File: src/rtl/priority_arbiter.sv
// priority_arbiter: four-requester arbiter with selectable fixed-priority or
// round-robin selection. An owner keeps the grant for as long as it holds its
// request. After MAX_HOLD grant cycles, the owner is forced off if another
// requester is waiting. Every release goes through one idle cycle.
//
// Ports
//   clk_i     : clock; all state changes on the rising edge
//   rst_i     : synchronous active-high reset
//   mode_i    : 0 = fixed priority (req_i[3] highest), 1 = round-robin
//   req_i     : request vector; each bit stays high until that requester is served
//   gnt_o     : registered one-hot grant; zero when there is no owner
//   gnt_id_o  : registered index of the owner; zero when gnt_o is zero
//   busy_o    : registered; high while an owner holds the grant
//
// state | meaning
// IDLE  | no owner; selects a winner from req_i at the next edge
// GRANT | owner_q holds the grant; hold counter runs
module priority_arbiter #(
  parameter int unsigned MAX_HOLD = 8
) (
  input  logic       clk_i,
  input  logic       rst_i,
  input  logic       mode_i,
  input  logic [3:0] req_i,
  output logic [3:0] gnt_o,
  output logic [1:0] gnt_id_o,
  output logic       busy_o
);

  typedef enum logic {
    IDLE  = 1'b0,
    GRANT = 1'b1
  } state_e;

  localparam logic [3:0] HOLD_LAST = 4'(MAX_HOLD - 1);

  state_e     state_q, state_d;
  logic [1:0] owner_q, owner_d;
  logic [1:0] last_q, last_d;
  logic [3:0] hold_q, hold_d;
  logic [3:0] gnt_q, gnt_d;

  logic [1:0] fix_id;
  logic [1:0] rr_id;
  logic [1:0] rr_cand;
  logic [1:0] win_id;
  logic       release_now;

  // Winner selection. Both searches let later matches overwrite earlier ones.
  // For fixed priority, the scan runs upward, so the highest set bit wins.
  // For round-robin, the scan runs from the farthest offset back to the nearest,
  // so the first set bit after last_q wins.
  always_comb begin
    fix_id = 2'd0;
    if (req_i[1]) fix_id = 2'd1;
    if (req_i[2]) fix_id = 2'd2;
    if (req_i[3]) fix_id = 2'd3;

    rr_id   = 2'd0;
    rr_cand = 2'd0;
    for (int i = 3; i >= 0; i--) begin
      rr_cand = last_q + 2'(i + 1);
      if (req_i[rr_cand]) rr_id = rr_cand;
    end

    win_id = mode_i ? rr_id : fix_id;
  end

  // A voluntary release and a forced release lead to the same single move to IDLE.
  assign release_now = !req_i[owner_q] ||
                       ((hold_q == HOLD_LAST) && ((req_i & ~gnt_q) != 4'b0000));

  always_comb begin
    state_d = state_q;
    owner_d = owner_q;
    last_d  = last_q;
    hold_d  = hold_q;
    gnt_d   = gnt_q;

    case (state_q)
      IDLE: begin
        if (req_i != 4'b0000) begin
          state_d = GRANT;
          owner_d = win_id;
          last_d  = win_id;
          hold_d  = 4'd0;
          gnt_d   = 4'b0001 << win_id;
        end
      end
      GRANT: begin
        if (release_now) begin
          state_d = IDLE;
          owner_d = 2'd0;
          hold_d  = 4'd0;
          gnt_d   = 4'b0000;
        end else if (hold_q != HOLD_LAST) begin
          hold_d = hold_q + 4'd1;
        end
      end
      default: begin
        state_d = IDLE;
        owner_d = 2'd0;
        hold_d  = 4'd0;
        gnt_d   = 4'b0000;
      end
    endcase
  end

  always_ff @(posedge clk_i) begin
    if (rst_i) begin
      state_q <= IDLE;
      owner_q <= 2'd0;
      last_q  <= 2'd3;
      hold_q  <= 4'd0;
      gnt_q   <= 4'b0000;
    end else begin
      state_q <= state_d;
      owner_q <= owner_d;
      last_q  <= last_d;
      hold_q  <= hold_d;
      gnt_q   <= gnt_d;
    end
  end

  assign gnt_o    = gnt_q;
  assign gnt_id_o = owner_q;
  assign busy_o   = (state_q == GRANT);

endmodule

File: config.mk
export PLATFORM = sky130hd
export DESIGN_NAME = priority_arbiter
export DESIGN_NICKNAME = d
export VERILOG_FILES = /design/src/rtl/priority_arbiter.sv
export SDC_FILE = /design/constraint.sdc
export NUM_CORES = 1
export LEC_CHECK = 0
export CAP_MARGIN = 40
export CORE_MARGIN = 5
export CORE_UTILIZATION = 54
export DETAILED_ROUTE_END_ITERATION = 8
export PLACE_DENSITY = 0.87
export SYNTH_ARGS = -nofsm -noshare
export SYNTH_HDL_FRONTEND = slang
export SYNTH_SLANG_ARGS = --single-unit
File: constraint.sdc
create_clock -name clk_i -period 3 [get_ports clk_i]
set_clock_uncertainty 0.15 [all_clocks]
set_input_delay 0.45 -clock clk_i [delete_from_list [all_inputs] [get_ports clk_i]]
set_output_delay 0.45 -clock clk_i [all_outputs]
set_load 0.05 [all_outputs]
# Yosys cells after proc, flatten, opt, wreduce, memory -nomap -nowiden
# Cells that the tools add are included.
# op_classes
order_cmp	5
n_bitwise	3
n_reduce_logical	8
mux	31
eq_ne	5
shifts	1
n_addsub	4
# op_table
op	count
two-way mux 4 bit	5
two-way mux 2 bit	9
case mux 4 bit (2 select lines)	2
< comparator 2 x 3 -> 1 bit (second input constant)	5
binary-select mux 1 bit (select 2 bit)	5
two-way mux 1 bit	8
nonzero test 4 bit	2
AND reduction 2 bit	3
adder 2 bit (second input constant)	2
adder 4 x 1 -> 4 bit (second input constant)	1
AND 4 bit	1
equality test 4 x 3 -> 1 bit (second input constant)	1
!= test 4 x 3 -> 1 bit (second input constant)	1
NOT 4 bit	1
case mux 2 bit (2 select lines)	1
<< shifter 1 x 2 -> 4 bit (first input constant)	1
!= test 3 x 1 -> 1 bit (second input constant)	1
adder 2 x 1 -> 2 bit (second input constant)	1
!= test 2 x 1 -> 1 bit (second input constant)	1
!= test 2 bit (second input constant)	1
case mux 1 bit (2 select lines)	1
logical AND 1 bit	1
logical NOT 1 bit	1
logical OR 1 bit	1
NOT 1 bit	1
# totals
output_inout_bits	7
wordCells	62
ff_bits	13
in_bits	7

# Depth between registers and ports, before layout
# Gate-level depths: netlist of run 1.
# logic_depth
word_depth	10
mapped_depth	7

# Least setup slack after synthesis of run 1
# OpenSTA, ideal clock, no wires.
# synth_timing
path_kind	reg2reg
from	register gnt_q[2], in the netlist gnt_o[2]
to	register hold_q[2]
stages_incl_launch_ff	6
path_slack_ns	1.130
path_buffers	0
t_arrival_ns	1.641
required_time_ns	2.771
setup_time_ns	0.079
cell_sequence	dfxtp_1 and2b_2 a2111oi_4 and2b_1 o21ai_1 a211oi_2
# synth_via
elab_chain_len	7
# synth_rtl
element	line	rtl
start: declaration	41	logic [3:0] gnt_q, gnt_d;
start signal: assignment	121	gnt_q <= gnt_d;
NOT 4 bit *	71	((hold_q == HOLD_LAST) && ((req_i & ~gnt_q) != 4'b0000));
AND 4 bit *	71	
nonzero test 4 bit *	71	
logical AND 1 bit *	71	
logical OR 1 bit *	70	assign release_now = !req_i[owner_q] ||
two-way mux 4 bit or != test 3 x 1 -> 1 bit (tied branches)	n/a	
case mux 4 bit (2 select lines) or AND reduction 2 bit (tied branches)	n/a	
end signal: assignment	120	hold_q <= hold_d;
end: declaration	40	logic [3:0] hold_q, hold_d;
# Mark *: on every way between the ends. The rest lies on a longest branch, timed or not.
# A chain may end at the register's enable or synchronous reset.

# Worst setup path after layout of run 1
# layout_timing
from	register state_q, in the netlist busy_o
to	output port busy_o
# layout_lines
element	line	rtl
start: declaration	37	state_e state_q, state_d;
start signal: assignment	117	state_q <= state_d;
end: declaration	27	output logic busy_o
# No word-level cell between the ends.

==> metrics.md, run 1 <==
| Metric | Value |
|---|---|
| Hold WC Path Type | `reg -> reg` |
| Status | `finished clean` |
| Area delta synth->final | `18.4%` |
| Comb pwr share | `30.5%` |
| First-pass DRT Iterations | `4` |
| Antenna-violating nets left | `0` |
| Mapped Area | `around 800 um^2` |
| Num Clock Sinks | `13` |
| Largest net degree at the start of global routing | `11` |
| Static Leak | `about 0.33 nW` |
| Synth Instances | `slightly above 80` |
| GR Util All Layers | `between 10% and 20%` |
| Highest cell delay on the worst timing path | `840 ps` |
| Setup violators final | `0` |
| Post-synthesis sequential element count | `13` |
| Slowest CP cell | `clkdlybuf4s50_1` |
| Via density | `6.17` |
| Maximum vdd drop | `about 0.36 mV` |
| Buf+Inv Stages, Crit Path | `1` |
| Syn_area_per_cell | `roughly 10 um^2` |
| Detailed Route WL | `~1.7 mm` |
| Routability Congestion | `between 0.8 and 0.9` |
| Reg clk slew, reported paths | `approximately 80 ps` |
| Unrepaired setup endpoints after global routing | `no` |
| Clk buf depth | `2` |
| Gr ovfl total | `0` |
| Via count | `between 600 and 700` |
| CP Class | `reg -> out` |
| Die X | `48.2 um` |
| NetSw | `155 uW` |
| DIE AREA | `roughly 2300 um^2` |
| Detailed placement HPWL | `approximately 1.2 mm` |
| Root buffer cell | `clkbuf_4` |
| Power density cells | `just under 500 nW/um^2` |
| Slew HR | `between 60% and 70%` |
| Core ar. | `approximately 1300 um^2` |
| Postcts setup bufs | `0` |
| Slew @ Worst Pin | `about 510 ps` |
| Num rows | `13` |
| Tcrit/Tclk final | `71.3%` |
| IO Pins | `14` |
| Fmax | `468 MHz` |
| Final hold violations | `0` |
| Ant diodes | `0` |
| Number of max-cap violations | `0` |
| Mapped Nets | `between 80 and 90` |
| Vias in the first global route | `around 610` |
| Switching share of total power | `between 30% and 40%` |
| Final core occ | `a little over two thirds` |
| WP data required | `roughly 2400 ps` |
| Avg WL per Cell | `roughly 15 um` |
| Worst setup EP type | `primary output` |
| Clk pwr share | `24.6%` |
| Die Y | `48.2 um` |
| Final setup TNS | `0 ps` |
| Critical Path Fanout Max | `6` |
| Sequential share of the synthesized area | `around a third` |
| Unique masters post-synth | `38` |
| Crit-path cells | `clkdlybuf4s50_1` |
| CTS Buf Count | `3` |
| Min Tclk post-route | `2140 ps` |
| Starting density of the core | `59.0%` |
| Initial antenna violation count | `0` |
| CTS resizes | `0` |
| Crit path max-delay family | `buffers and inverters` |
| Share of layout cells above drive strength 1 | `roughly 14%` |
| Worst-skew pair later-pin latency | `280 ps` |
| TritonCTS clock tree | `built` |
| CP arrival | `approximately 1500 ps` |
| First-iteration detailed-routing DRC count | `21` |
| Port Buffer Count | `13` |
| First-pass GRT wire length | `between 2 and 3 mm` |
| Reg power frac | `44.9%` |
| CP Launch Type | `flop` |
| DRC | `0` |
| Fin nets | `104` |
| H-tree Lvls | `1` |
| Fin. max-slew vios | `0` |
| Synth Warn # | `0` |
| Pint | `approximately 300 uW` |
| Hold buffers post-CTS | `0` |
==> power groups by stage <==
stage | Clock (mW) | Sequential, mW | Combinational, mW
after floorplan | 0 | 0.231 | 0.0743
after global placement | 0 | 0.205 | 0.134
after detailed placement | 0 | 0.206 | 0.135
after CTS | 0.111 | 0.202 | 0.137
after global routing | 0.123 | 0.204 | 0.146
final | 0.111 | 0.201 | 0.137
==> metal layers <==
metal  wire, um  GRT usage (%)  share of wire, %
met4         13           5.38              0.77
met1        815           23.9                48
met5          0              0                 0
met3        106           5.17               6.3
met2        751           23.7                45
==> sequential cells by signal, summed over array words and instances, names as in the netlist <==
| name | count |
|---|---|
| busy_o | 1 |
| gnt_id_o | 2 |
| gnt_o | 4 |
| hold_q | 4 |
| last_q | 2 |
==> cell type report <==
cell class              count  area [um^2]
flip-flops and latches     13          260
clock buffers               4         26.3
multi-input cells          64          493
fillers                   108          402
inverters                   1         3.75
well taps                  15         18.8
repair buffers             13          130
==> kinds of logic after synthesis <==
kind of cell | count (synthesis) | synth area share, %
buf+inv | 4 | 4.29
flops | 13 | 33.1
fa+ha+maj | 1 | 1.59
mux | 2 | 2.54
compound gates | 30 | 35.8
simple gates | 31 | 22.7
==> path summary, 6_finish.rpt <==
path / from / to / slack (ps) / cells after the start
worst max-delay path: busy_o$_SDFF_PP0_ / busy_o / 860 / 1
worst min-delay path: gnt_o[1]$_SDFFE_PP0P_ / gnt_o[1]$_SDFFE_PP0P_ / 340 / 1
worst max register to register: gnt_o[2]$_SDFFE_PP0P_ / gnt_o[3]$_SDFFE_PP0P_ / 1320 / 5
worst min register to register: gnt_o[1]$_SDFFE_PP0P_ / gnt_o[1]$_SDFFE_PP0P_ / 340 / 1
==> metrics by stage <==
| step | cell area [um^2] | cells | power (mW) | hold slack (ps) | setup slack, ps |
|---|---|---|---|---|---|
| after floorplan | 787 | 81 | 0.305 | 324 | 1130 |
| final | 932 | 110 | 0.449 | 343 | 862 |
| after CTS | 932 | 110 | 0.450 | 349 | 852 |
| after global routing | 932 | 110 | 0.473 | 376 | 805 |
| after detailed placement | 906 | 106 | 0.341 | 335 | 633 |
| after global placement | 906 | 106 | 0.339 | 336 | 644 |
==> synth_stat cells <==
cell type	n	area share, %
a2111oi_4	1	3.5
a211o_1	2	2.2
a211oi_2	1	1.6
a21o_1	2	1.9
a21oi_1	5	3.2
a21oi_4	1	2.1
a22o_1	3	3.3
a22o_2	1	1.3
a22oi_1	2	1.9
a311oi_1	1	1.1
a31o_1	1	1.1
a31oi_1	1	0.80
and2b_1	1	0.95
and2b_2	1	1.1
buf_4	1	0.95
buf_6	2	2.9
dfxtp_1	13	33
ha_1	1	1.6
inv_1	1	0.48
mux2i_1	2	2.5
nand2_1	8	3.8
nand2b_1	3	2.4
nand3_1	4	2.5
nand4_1	1	0.80
nor2_1	6	2.9
nor2b_1	1	0.80
nor2b_4	2	3.5
nor3_1	1	0.64
nor4_2	1	1.6
o211ai_1	1	0.95
o21a_1	2	1.9
o21ai_1	1	0.64
o22ai_1	1	0.80
o22ai_4	1	2.5
o2bb2ai_1	2	2.2
o31ai_4	1	2.7
or2_1	1	0.80
or2b_1	1	0.95
==> placed cells by master (no fill, tap or decap), types with 2 or more instances in the layout <==
cell	instances
dfxtp_1	13
clkdlybuf4s50_1	13
nand2_1	8
nor2_1	6
a21oi_1	5
nand3_1	4
nand2b_1	3
a22o_1	3
clkbuf_4	3
nor2b_4	2
mux2i_1	2
a21o_1	2
a22oi_1	2
o21a_1	2
o2bb2ai_1	2
a211o_1	2
Note: power is estimated with default switching activity, not from simulation.
==> run 2: changes to the inputs <==
- CORE_UTILIZATION: 54 -> 45
- PLACE_DENSITY: 0.87 -> 0.78
- clock period: 3 -> 1.77 ns (I/O delays scaled with it)
==> run 2 against run 1 <==
Net effect:
- sequential cell count stayed put
- utilization is 7.3 points lower
- die area increased by 16%
- register-to-register slack got worse by 1200 ps
- via count up 4.9%
- combinational power is 93% higher
- count of clock-buffer cells in the layout unchanged
- worst setup slack worse by 780 ps
- clock power up 60%
- non-clock buffer count rose by 14
- critical path type is now reg -> reg
- critical endpoint is now gnt_id_o[0]$_SDFFE_PP0P_
- largest cell class unchanged
==> metrics.md, run 2 (synthesized netlist as in run 1, its figures left out) <==
| Metric | Value |
|---|---|
| Status | `finished clean` |
| Min Tclk post-route | `1680 ps` |
| Gr ovfl total | `0 (unchanged)` |
| Die Y | `51.8 um (+7.6%)` |
| Initial antenna violation count | `0 (unchanged)` |
| Crit-path cells | `and2b_2 > a2111oi_4 > o31ai_4 > a21oi_4 > a22o_1` |
| Via density | `5.65 (-8.5%)` |
| Fillers | `137 (+27%)` |
| Starting density of the core | `46.6% (-12 points)` |
| Highest cell delay on the worst timing path | `410 ps (-430 ps)` |
| Number of max-cap violations | `0 (unchanged)` |
| Routability Congestion | `0.856 (+3.0%)` |
| IO Pins | `14 (unchanged)` |
| WP data required | `1830 ps (-570 ps)` |
| Comb pwr share | `33.6% (+3.1 points)` |
| Reg2Reg Depth | `5 (unchanged)` |
| Core ar. | `1690 um^2 (+27%)` |
| Reg power frac | `43.7% (-1.2 points)` |
| CP Launch Type | `flop` |
| Pre-CTS setup slack | `-294 ps (-927 ps)` |
| Clk pwr share | `22.7% (-1.9 points)` |
| First-pass DRT Iterations | `4 (unchanged)` |
| Static Leak | `0.456 nW (+37%)` |
| Clk buf depth | `2 (unchanged)` |
| Power density cells | `743 nW/um^2 (+54%)` |
| Fin nets | `118 (+13%)` |
| Vias in the first global route | `670 (+9.7%)` |
| Tcrit/Tclk final | `a little over nine tenths` |
| Ant diodes | `0 (unchanged)` |
| Final hold slack | `346 ps (+3.28 ps)` |
| Worst setup margin | `85.5 ps (-777 ps)` |
| Pint | `526 uW (+79%)` |
| Num Clock Sinks | `13 (unchanged)` |
| Num rows | `15 (+2)` |
| Worst setup EP type | `flop` |
| Slew HR | `72.3% (+6.1 points)` |
| Switching share of total power | `33.1% (-1.4 points)` |
| First-iteration detailed-routing DRC count | `11 (-48%)` |
| CP arrival | `1740 ps (+200 ps)` |
| Via count | `712 (+4.9%)` |
| Min-Delay Path Depth | `1 (unchanged)` |
| Largest net degree at the start of global routing | `8 (-3)` |
| Share of layout cells above drive strength 1 | `37.6% (+24 points)` |
| H-tree Lvls | `1 (unchanged)` |
| Reg clk slew, reported paths | `70 ps (about the same)` |
| TritonCTS clock tree | `built` |
| Worst-skew pair later-pin latency | `270 ps (about the same)` |
| Critical Path Fanout Max | `6 (unchanged)` |
| Root buffer cell | `clkbuf_4` |
| Placed cell count | `120 (+13%)` |
| Most common cell after layout, fill and taps aside | `buf_4` |
| DIE AREA | `2690 um^2 (+16%)` |
| NetSw | `260 uW (+68%)` |
| Setup violators final | `0 (unchanged)` |
| GR Util All Layers | `14.3% (-2.4 points)` |
| Avg WL per Cell | `13.2 um (-14%)` |
| Unrepaired setup endpoints after global routing | `yes` |
| Most frequent cells in the layout | `buf_4 (20), nand2_1 (8), dfxtp_1 (7)` |
| Hold WC Path Type | `reg -> reg` |
| Maximum vdd drop | `0.493 mV (+37%)` |
| Detailed placement HPWL | `1.35 mm (+9.6%)` |
| Detailed Route WL | `1.66 mm (-1.5%)` |
| Port Buffer Count | `13 (unchanged)` |
| Antenna-violating nets left | `0 (unchanged)` |
| First-pass GRT wire length | `2.86 mm (+5.9%)` |
| DRC | `0 (unchanged)` |
| Fmax | `roughly 590 MHz` |
| Slew @ Worst Pin | `416 ps (-89.4 ps)` |
| Final Non-Filler Cells | `126 (+15%)` |
| Final hold violations | `0 (unchanged)` |
| Die X | `51.8 um (+7.6%)` |
| CP Class | `reg -> reg` |
| CTS Buf Count | `3 (unchanged)` |
| Fin. max-slew vios | `0 (unchanged)` |
| Area delta synth->final | `34.3%` |
| Slowest CP cell | `a2111oi_4` |
-- run 2: layout make-up --
cell class / count / area (um^2) / share of cell area (%)
Multi-Input combinational cell: 64 / 507 / 47.9
Sequential cell: 13 / 268 / 25.3
Timing Repair Buffer: 27 / 231 / 21.9
Clock buffer: 4 / 26.3 / 2.49
Tap cell: 17 / 21.3 / 2.01
Inverter: 1 / 3.75 / 0.355
-- run 2: path summary, 6_finish.rpt --
path         slack [ps]                       end                  start
max                  90  gnt_id_o[0]$_SDFFE_PP0P_  gnt_o[2]$_SDFFE_PP0P_
min                 350     gnt_o[0]$_SDFFE_PP0P_  gnt_o[0]$_SDFFE_PP0P_
max reg2reg          90  gnt_id_o[0]$_SDFFE_PP0P_  gnt_o[2]$_SDFFE_PP0P_
min reg2reg         350     gnt_o[0]$_SDFFE_PP0P_  gnt_o[0]$_SDFFE_PP0P_
-- run 2: power groups by stage --
stage / Sequential, mW / Combinational [mW] / Clock (mW)
floorplan: 0.394 / 0.126 / 0
CTS: 0.345 / 0.257 / 0.183
global route: 0.348 / 0.284 / 0.204
global placement: 0.350 / 0.253 / 0
finish: 0.344 / 0.264 / 0.178
detailed placement: 0.352 / 0.256 / 0
-- run 2: layer usage --
layer | up-vias | GRT usage [%] | wire length, um
li1 | 361 | - | -
met1 | 336 | 16.0 | 716
met2 | 11 | 24.5 | 854
met3 | 4 | 4.30 | 68
met4 | 0 | 6.55 | 22
met5 | - | 0 | 0
-- run 2: per-stage QoR --
| step | power, mW | setup TNS, ps | utilization [%] | instance area (um^2) |
|---|---|---|---|---|
| 3_5_place_dp | 0.607 | -3090 | 58.5 | 988 |
| 2_1_floorplan | 0.520 | 0 | - | 795 |
| 3_3_place_gp | 0.603 | -2670 | 58.5 | 988 |
| 6_report | 0.786 | 0 | 62.6 | 1060 |
| 5_1_grt | 0.836 | -10.6 | 62.6 | 1060 |
| 4_1_cts | 0.784 | 0 | 60.1 | 1010 |
-- run 2: worst max-delay path: cells and delay by family, from the launching register on --
| kind | cells | cell delay [ps] |
|---|---|---|
| AND/OR/NAND/NOR | 1 | 220 |
| flip-flops | 1 | 330 |
| AO/OA/AOI/OAI | 4 | 930 |
-- run 2: what timing repair did --
action / 4_1_cts / 5_1_grt
gates cloned: 0 / 0
hold buffers: 0 / 0
endpoints found under the setup margin: 4 / 10
pin swaps: 1 / 5
gates resized for setup: 0 / 7
setup buffers: 0 / 2
==> run 3: changes to the inputs <==
- PLACE_DENSITY: 0.78 -> 0.82
==> run 3 against run 2 <==
Net effect:
- hold slack worse by 1.2 ps
- count of clock-buffer cells in the layout unchanged
- sequential power about the same
- non-clock buffer count up 2
- sequential share of layout area down 0.73 points
- global-route usage up 2.5 points
- worst setup slack better by 22 ps
- register-to-register slack better by 20 ps
- critical path depth unchanged
- combinational power up 8.3%
- largest cell class unchanged
==> metrics.md, run 3 (synthesized netlist as in run 1, its figures left out) <==
| Metric | Value |
|---|---|
| First-pass GRT wire length | `3.26 mm (+14%)` |
| Worst setup EP type | `flop` |
| Largest net degree at the start of global routing | `10 (+2)` |
| WP data required | `1800 ps (-30 ps)` |
| Slew HR | `75.1% (+2.9 points)` |
| Final hold slack | `345 ps (-1.22 ps)` |
| H-tree Lvls | `1 (unchanged)` |
| Reg clk slew, reported paths | `80 ps (about the same)` |
| Grt met1 use | `17.9% (+1.9 points)` |
| Vias in the first global route | `735 (+9.7%)` |
| IO Pins | `14 (unchanged)` |
| Status | `finished clean` |
| Via count | `723 (+1.5%)` |
| Antenna-violating nets left | `0 (unchanged)` |
| Share of layout cells above drive strength 1 | `42.3% (+4.7 points)` |
| Min Tclk post-route | `1660 ps (-22.2 ps)` |
| Num Clock Sinks | `13 (unchanged)` |
| TritonCTS clock tree | `built` |
| CP Launch Type | `flop` |
| CP arrival | `1690 ps (-50 ps)` |
| Die X | `51.8 um (unchanged)` |
| Final hold violations | `0 (unchanged)` |
| Power density cells | `754 nW/um^2 (+1.4%)` |
| Fmax | `602 MHz (+1.3%)` |
| DIE AREA | `2690 um^2 (unchanged)` |
| Hold buffers post-CTS | `0 (unchanged)` |
| First-pass DRT Iterations | `4 (unchanged)` |
| Most common cell after layout, fill and taps aside | `buf_4` |
| Die Y | `51.8 um (unchanged)` |
| GR Util All Layers | `16.8% (+2.5 points)` |
| CTS Buf Count | `3 (unchanged)` |
| Root buffer cell | `clkbuf_4` |
| Number of max-cap violations | `0 (unchanged)` |
| Final Power | `820 uW (+4.4%)` |
| Final core occ | `64.4% (+1.9 points)` |
| Static Leak | `0.466 nW (+2.3%)` |
| Routability Congestion | `0.779 (-9.1%)` |
| Fin. max-slew vios | `0 (unchanged)` |
| Slew @ Worst Pin | `370 ps (-45.7 ps)` |
| Avg WL per Cell | `16.0 um (+21%)` |
| Most frequent cells in the layout | `buf_4 (22), nand2_1 (8), dfxtp_1 (7)` |
| Gr ovfl total | `0 (unchanged)` |
| CP Class | `reg -> reg` |
| Fin nets | `120 (+1.7%)` |
| Unrepaired setup endpoints after global routing | `no` |
| Hold WC Path Type | `reg -> reg` |
| Worst-skew pair later-pin latency | `280 ps (about the same)` |
| Port Buffer Count | `13 (unchanged)` |
| Setup violators final | `0 (unchanged)` |
| Detailed placement HPWL | `1.55 mm (+14%)` |
| Starting density of the core | `46.6% (unchanged)` |
| Num rows | `15 (unchanged)` |
| Ant diodes | `0 (unchanged)` |
| DRC | `0 (unchanged)` |
| GR Util met2 | `30.3% (+5.9 points)` |
| First-iteration detailed-routing DRC count | `7 (-4)` |
| Maximum vdd drop | `0.477 mV (-3.4%)` |
| Tcrit/Tclk final | `93.9% (-1.3 points)` |
| Detailed Route WL | `2.04 mm (+23%)` |
| Most Crowded Layer GR | `met2` |
| Area delta synth->final | `38.3%` |
| Via density | `5.65 (about the same)` |
| Core ar. | `1690 um^2 (unchanged)` |
| Clk buf depth | `2 (unchanged)` |
| GR Layer Usage met3 | `2.58% (-1.7 points)` |
| Initial antenna violation count | `0 (unchanged)` |
| Critical Path Fanout Max | `6 (unchanged)` |
| R2R setup slack | `110 ps (+20 ps)` |
## run 3: cell types whose count changed in the layout (fill, tap and decap cells not counted), sizes merged
cell and delta:
dlymetal6s2s -1, dlygate4sd2 +1, buf +2
## run 3: repair_timing
item	in CTS	in global routing
resized for setup	2	9
setup buffers	0	1
setup endpoints to repair	3	11
pin swaps	1	6
endpoints found under the hold margin	0	0
## run 3: path summary, 6_finish.rpt
check	startpoint	cells past startpoint	to
min	gnt_o[1]$_SDFFE_PP0P_	1	gnt_o[1]$_SDFFE_PP0P_
min reg2reg	gnt_o[1]$_SDFFE_PP0P_	1	gnt_o[1]$_SDFFE_PP0P_
max reg2reg	hold_q[1]$_SDFFE_PP0P_	5	gnt_id_o[0]$_SDFFE_PP0P_
max	hold_q[1]$_SDFFE_PP0P_	5	gnt_id_o[0]$_SDFFE_PP0P_
## run 3: per-stage QoR
stage / std cells / instance area [um^2] / TNS [ps] / worst slack, ps
final: 128 / 1090 / 0 / 108
after global placement: 123 / 1010 / -3060 / -332
after global routing: 128 / 1090 / 0 / 31.4
after floorplan: 81 / 795 / 0 / 3.13
after detailed placement: 123 / 1010 / -3170 / -319
after CTS: 127 / 1040 / 0 / 5.48
## run 3: layout make-up
type,count,area (um^2)
tap,17,21.3
fill,146,601
timing repair buffer,29,243
clock buffer,4,26.3
inverter,1,3.75
sequential,13,268
multi-input combinational,64,527
## run 3: critical path: stages, from the launching register on
cell and delay (ps):
dfxtp_1 400, ha_1 190, nand2_1 140, o31ai_4 310
a21oi_4 120, a22o_1 240
## run 3: metal layers
metal	part of all wire [%]	wire length (um)
met1	39	806
met2	55	1120
met3	3.2	66
met4	2.3	47
met5	0	0
## run 3: power by group
part           leakage, nW  internal (mW)  switching (mW)  total (mW)
Sequential           0.109          0.318          0.0266       0.344
Clock               0.0150         0.0876           0.102       0.190
Combinational        0.342          0.133           0.153       0.286
Total                0.466          0.538           0.282       0.820
